**config.mk**
```make
export PLATFORM = sky130hd
export DESIGN_NAME = ws2812b_driver
export DESIGN_NICKNAME = d
export VERILOG_FILES = /design/src/rtl/ws2812b_driver.sv
export SDC_FILE = /design/constraint.sdc
export NUM_CORES = 1
export LEC_CHECK = 0
export CAP_MARGIN = 5
export CORE_MARGIN = 2
export CORE_UTILIZATION = 47
export DETAILED_ROUTE_END_ITERATION = 6
export PLACE_DENSITY = 0.67
export SYNTH_ARGS = -nofsm -noshare
export SYNTH_HDL_FRONTEND = slang
export SYNTH_SLANG_ARGS = --single-unit
```
**constraint.sdc**
```tcl
create_clock -name clk -period 4 [get_ports clk]
set_clock_uncertainty 0.2 [all_clocks]
set_input_delay 0.8 -clock clk [delete_from_list [all_inputs] [get_ports clk]]
set_output_delay 0.8 -clock clk [all_outputs]
set_load 0.02 [all_outputs]
```
**src/rtl/ws2812b_driver.sv**
```systemverilog
// rtl/ws2812b_driver.sv - WS2812B serialiser: snapshots mask/intensity once per frame and
// streams NUM_LEDS GRB words (MSB first) followed by a low latch gap.
module ws2812b_driver #(
   parameter int         NUM_LEDS   = 12,
   parameter int         T_BIT      = 50,
   parameter int         T0H        = 16,
   parameter int         T1H        = 32,
   parameter int         RES_CYCLES = 2400,
   parameter logic [2:0] COLOR_EN   = 3'b111
) (
   input  logic                clk,
   input  logic                res_n,
   input  logic [NUM_LEDS-1:0] led_mask,
   input  logic [7:0]          intensity,
   output logic                led_out,
   output logic                busy,
   output logic                frame_done
);
   localparam int CNT_MAX = (RES_CYCLES > T_BIT) ? RES_CYCLES : T_BIT;
   localparam int CNT_W   = $clog2(CNT_MAX);
   localparam int LED_W   = (NUM_LEDS > 1) ? $clog2(NUM_LEDS) : 1;

   localparam logic [CNT_W-1:0] RES_LAST = CNT_W'(RES_CYCLES - 1);
   localparam logic [CNT_W-1:0] BIT_LAST = CNT_W'(T_BIT - 1);
   localparam logic [CNT_W-1:0] T0H_C    = CNT_W'(T0H);
   localparam logic [CNT_W-1:0] T1H_C    = CNT_W'(T1H);
   localparam logic [LED_W-1:0] LED_LAST = LED_W'(NUM_LEDS - 1);

   typedef enum logic {LATCH = 1'b0, SEND = 1'b1} state_e;

   state_e              state_q, state_d;
   logic [CNT_W-1:0]    cnt_q, cnt_d;
   logic [4:0]          bit_q, bit_d;
   logic [LED_W-1:0]    led_q, led_d, led_next;
   logic [23:0]         sr_q, sr_d;
   logic [NUM_LEDS-1:0] mask_q, mask_d;
   logic [7:0]          int_q, int_d;
   logic                led_out_q, led_out_d;
   logic                done_q, done_d;

   function automatic logic [23:0] led_word(input logic lit, input logic [7:0] level);
      led_word = {(lit && COLOR_EN[2]) ? level : 8'h00,
                  (lit && COLOR_EN[1]) ? level : 8'h00,
                  (lit && COLOR_EN[0]) ? level : 8'h00};
   endfunction

   always_comb begin
      state_d  = state_q;
      cnt_d    = cnt_q;
      bit_d    = bit_q;
      led_d    = led_q;
      sr_d     = sr_q;
      mask_d   = mask_q;
      int_d    = int_q;
      done_d   = 1'b0;
      led_next = (led_q == LED_LAST) ? '0 : led_q + 1'b1;

      case (state_q)
         LATCH: begin
            if (cnt_q == RES_LAST) begin
               // The first word comes straight from the live inputs, captured this same cycle.
               cnt_d   = '0;
               bit_d   = '0;
               led_d   = '0;
               mask_d  = led_mask;
               int_d   = intensity;
               sr_d    = led_word(led_mask[0], intensity);
               state_d = SEND;
            end else begin
               cnt_d = cnt_q + 1'b1;
            end
         end
         SEND: begin
            if (cnt_q == BIT_LAST) begin
               cnt_d = '0;
               sr_d  = {sr_q[22:0], 1'b0};
               if (bit_q == 5'd23) begin
                  bit_d = '0;
                  led_d = led_next;
                  sr_d  = led_word(mask_q[led_next], int_q);
                  if (led_q == LED_LAST) begin
                     state_d = LATCH;
                     done_d  = 1'b1;
                  end
               end else begin
                  bit_d = bit_q + 1'b1;
               end
            end else begin
               cnt_d = cnt_q + 1'b1;
            end
         end
         default: begin
            state_d = LATCH;
            cnt_d   = '0;
            bit_d   = '0;
            led_d   = '0;
         end
      endcase

      // Output is registered from next-state values so it lines up with state_q.
      led_out_d = (state_d == SEND) && (cnt_d < (sr_d[23] ? T1H_C : T0H_C));
   end

   always_ff @(posedge clk or negedge res_n) begin
      if (!res_n) begin
         state_q   <= LATCH;
         cnt_q     <= '0;
         bit_q     <= '0;
         led_q     <= '0;
         sr_q      <= '0;
         mask_q    <= '0;
         int_q     <= '0;
         led_out_q <= 1'b0;
         done_q    <= 1'b0;
      end else begin
         state_q   <= state_d;
         cnt_q     <= cnt_d;
         bit_q     <= bit_d;
         led_q     <= led_d;
         sr_q      <= sr_d;
         mask_q    <= mask_d;
         int_q     <= int_d;
         led_out_q <= led_out_d;
         done_q    <= done_d;
      end
   end

   assign led_out    = led_out_q;
   assign busy       = (state_q == SEND);
   assign frame_done = done_q;
endmodule

```
==> load_flow_metrics.sql <==
INSERT INTO impl_metrics (metric_group, metric, value, unit) VALUES
('status', 'outcome', 'complete, no violations', ''),
('timing', 'finalSetupTns', '0', 'ps'),
('drt', 'drtPass1Iterations', '5', ''),
('floorplan', 'die-area', '7809', 'µm²'),
('clock_network', 'cts_max_path_buffers', '2', ''),
('global_route', 'number_of_global_route_vias_before_repair', '2432', ''),
('clock_network', 'clkTransAtPathRegs', '70', 'ps'),
('timing', 'setup_viol_count_final', '0', ''),
('synth', 'yosys.area.top_type_share', '50.86', '%'),
('hold_path', 'hold_path_depth', '2', ''),
('drt', 'detail_route.iter0.violations', '160', ''),
('clock_network', 'number_of_clock_buffers_inserted_by_tritoncts', '9', ''),
('job', 'maxCapViolations', '0', ''),
('finish', 'final_core_utilization', '56.30', '%'),
('critical_path', 'crit_path_max_fanout', '11', ''),
('drt', 'via_count', '2636', ''),
('power', 'comb_power_share', '2.9', '%'),
('finish', 'layout-area-overhead-vs-synth', '14.96', '%'),
('floorplan', 'die_height', '88.37', 'µm'),
('synth', 'ys_top_cells_by_area', 'sky130_fd_sc_hd__dfrtp_1 51%, sky130_fd_sc_hd__nand2_1 9.2%, sky130_fd_sc_hd__nand3_1 6.9%, sky130_fd_sc_hd__a22oi_1 5.2%, sky130_fd_sc_hd__nor2_1 2.7%', ''),
('synth', 'synth_top_area_cell', 'sky130_fd_sc_hd__dfrtp_1', ''),
('critical_path', 'critPathArrivalTime', '3580', 'ps'),
('critical_path', 'timing.critical_path.buf_inv', '0', ''),
('power', 'net-switching-power', '264.8', 'µW'),
('drt', 'antenna_violating_nets_post_route', '0', ''),
('power', 'share_seq_of_total_power', '53.2', '%'),
('critical_path', 'crit_path_start_kind', 'flip-flop', ''),
('finish', 'nets', '402', ''),
('placement', 'place_inst', '460', ''),
('global_route', 'globalRouteTotalUtil', '20.07', '%'),
('critical_path', 'worstPathCellList', 'ha_1, and3b_4, or2_4, mux4_2, a211o_1, o21ai_4, ha_1, a21oi_1, nor4b_1, o211a_1', ''),
('floorplan', 'design.portCount', '25', ''),
('floorplan', 'start_util', '48.97', '%'),
('critical_path', 'r2r_cells', '10', ''),
('clock_network', 'cts_setup_buffers', '0', ''),
('global_route', 'grt_overflow', '0', ''),
('timing', 'max_slew.worst_pin.slew', '996.8', 'ps'),
('floorplan', 'core-area', '6832', 'µm²'),
('power', 'p_leak', '0.001570', 'µW'),
('synth', 'synthArstFlopShare', '100.0', '%'),
('timing', 'finalWorstPathRequiredPeriod', '3505', 'ps'),
('power', 'cellInternalPower', '1026', 'µW'),
('drt', 'via_per_inst', '5.538', ''),
('timing', 'maximum_clock_frequency', '285.3', 'MHz'),
('critical_path', 'cp_data_required_time', '4080', 'ps'),
('clock_network', 'cts-hold-fix-buffers', '0', ''),
('clock_network', 'cts_tree', 'built', ''),
('power', 'power.density', '335.7', 'nW/µm²'),
('finish', 'num_antenna_cells', '0', ''),
('synth', 'synthesis.area', '3346', 'µm²'),
('timing', 'timing.max_slew.rel_slack', '33.55', '%'),
('drt', 'drc', '0', ''),
('clock_network', 'root_buffer', 'sky130_fd_sc_hd__clkbuf_8', ''),
('global_route', 'grt_start_max_net_pins', '46', ''),
('timing', 'timing.final.max_slew_violations', '0', ''),
('drt', 'finalWirelength', '7.130', 'mm'),
('clock_network', 'clock_tree.htree_level_count', '3', ''),
('timing', 'hold_slack', '266.9', 'ps'),
('synth', 'synth-seq-cells', '68', ''),
('hold_path', 'min-delay-path-class', 'reg2reg', ''),
('placement', 'gp_congestion', '0.8683', ''),
('synth', 'most_used_standard_cell_by_instance_count_after_synthesis', 'sky130_fd_sc_hd__nand2_1', ''),
('clock_network', 'number_of_gates_resized_after_cts', '0', ''),
('floorplan', 'placement_row_count', '30', ''),
('global_route', 'grt_antenna_before_repair', '0', ''),
('placement', 'buffer_ports.inserted', '24', ''),
('synth', 'cell_count_after_synthesis', '358', ''),
('critical_path', 'worst_path_most_repeated_cell', 'sky130_fd_sc_hd__ha_1', ''),
('finish', 'final_cell_area', '3846', 'µm²'),
('placement', 'placed_cell_area', '3643', 'µm²'),
('clock_network', 'tritoncts_num_sinks', '68', '');
==> through the flow <==
stage	worst slack (ps)	total power (µW)
2_1_floorplan	943.1	701.2
3_3_place_gp	691.4	739.0
3_5_place_dp	528.1	738.9
4_1_cts	518.7	1300
5_1_grt	246.9	1339
6_report	495.1	1291
==> logic make-up (layout without fill, tap and decap cells) <==
logic type / Yosys count / in the layout / share of synthesized area, %
adders and majority gates: 5 / 5 / 1.870
xor gates and xnor gates: 12 / 12 / 3.141
AOI/OAI and AO/OA: 50 / 50 / 11.07
muxes: 5 / 5 / 1.907
and+or+nand+nor: 192 / 192 / 27.75
buffers and inverters: 26 / 48 / 3.403
DFF: 68 / 68 / 50.86
==> power groups by stage <==
stage,sequential [µW],clock (µW),combinational [µW]
floorplan,701,0,0.547
finish,687,566,37.5
global placement,700,0,38.5
CTS,687,574,38.6
global route,687,610,41.7
detailed placement,700,0,38.5
==> final timing paths <==
| path | slack, ps | to | from |
|---|---|---|---|
| max in group asynchronous | 2380 | sr_q[21] | res_n |
| hold reg to reg | 270 | int_q[6] | int_q[6] |
| setup / recovery | 500 | led_out | led_q[0] |
| setup reg to reg | 500 | led_out | led_q[0] |
| hold / removal | 270 | int_q[6] | int_q[6] |
| min in group asynchronous | 420 | cnt_q[6] | res_n |
==> state kept, by name, indices dropped and copies added (netlist names) <==
signal / cells
bit_q: 5
busy: 1
cnt_q: 12
frame_done: 1
int_q: 8
led_out: 1
led_q: 4
mask_q: 12
sr_q: 24
==> worst reg2reg max path, delay by kind of cell, from the launching register on <==
kind                       cells  cell delay [ps]
AOI/OAI and AO/OA              4              950
adders and majority gates      2              610
DFF                            1              510
muxes                          1              510
and+or+nand+nor                3              660
==> layout make-up <==
type	count	area, µm²
fill	622	2985
inverter	4	15.01
multi-input combinational	264	1541
clock inverter	4	47.55
clock buffer	12	155.1
sequential	68	1702
tap	96	120.1
timing repair buffer	28	265.3
==> cell usage in the layout (no fill, tap or decap), types with 3 or more instances in the layout <==
| cell type | instances |
|---|---|
| sky130_fd_sc_hd__o21ai_1 | 6 |
| sky130_fd_sc_hd__nor2_1 | 23 |
| sky130_fd_sc_hd__nand3_1 | 46 |
| sky130_fd_sc_hd__mux2i_1 | 3 |
| sky130_fd_sc_hd__and2_1 | 4 |
| sky130_fd_sc_hd__ha_1 | 5 |
| sky130_fd_sc_hd__nand2_1 | 82 |
| sky130_fd_sc_hd__buf_4 | 4 |
| sky130_fd_sc_hd__xnor2_1 | 8 |
| sky130_fd_sc_hd__inv_1 | 4 |
| sky130_fd_sc_hd__dfrtp_1 | 68 |
| sky130_fd_sc_hd__nand4_1 | 3 |
| sky130_fd_sc_hd__xor2_1 | 4 |
| sky130_fd_sc_hd__clkdlybuf4s50_1 | 23 |
| sky130_fd_sc_hd__a22oi_1 | 23 |
| sky130_fd_sc_hd__clkbuf_8 | 11 |
| sky130_fd_sc_hd__nor3_1 | 4 |
| sky130_fd_sc_hd__a21oi_1 | 4 |
==> metal layers <==
layer | GRT usage [%] | part of all wire [%]
met1 | 28.26 | 47
met2 | 31.03 | 48
met3 | 5.037 | 4.2
met4 | 5.785 | 1.2
met5 | 0 | 0
No activity file was read; power rests on OpenSTA's default activity.
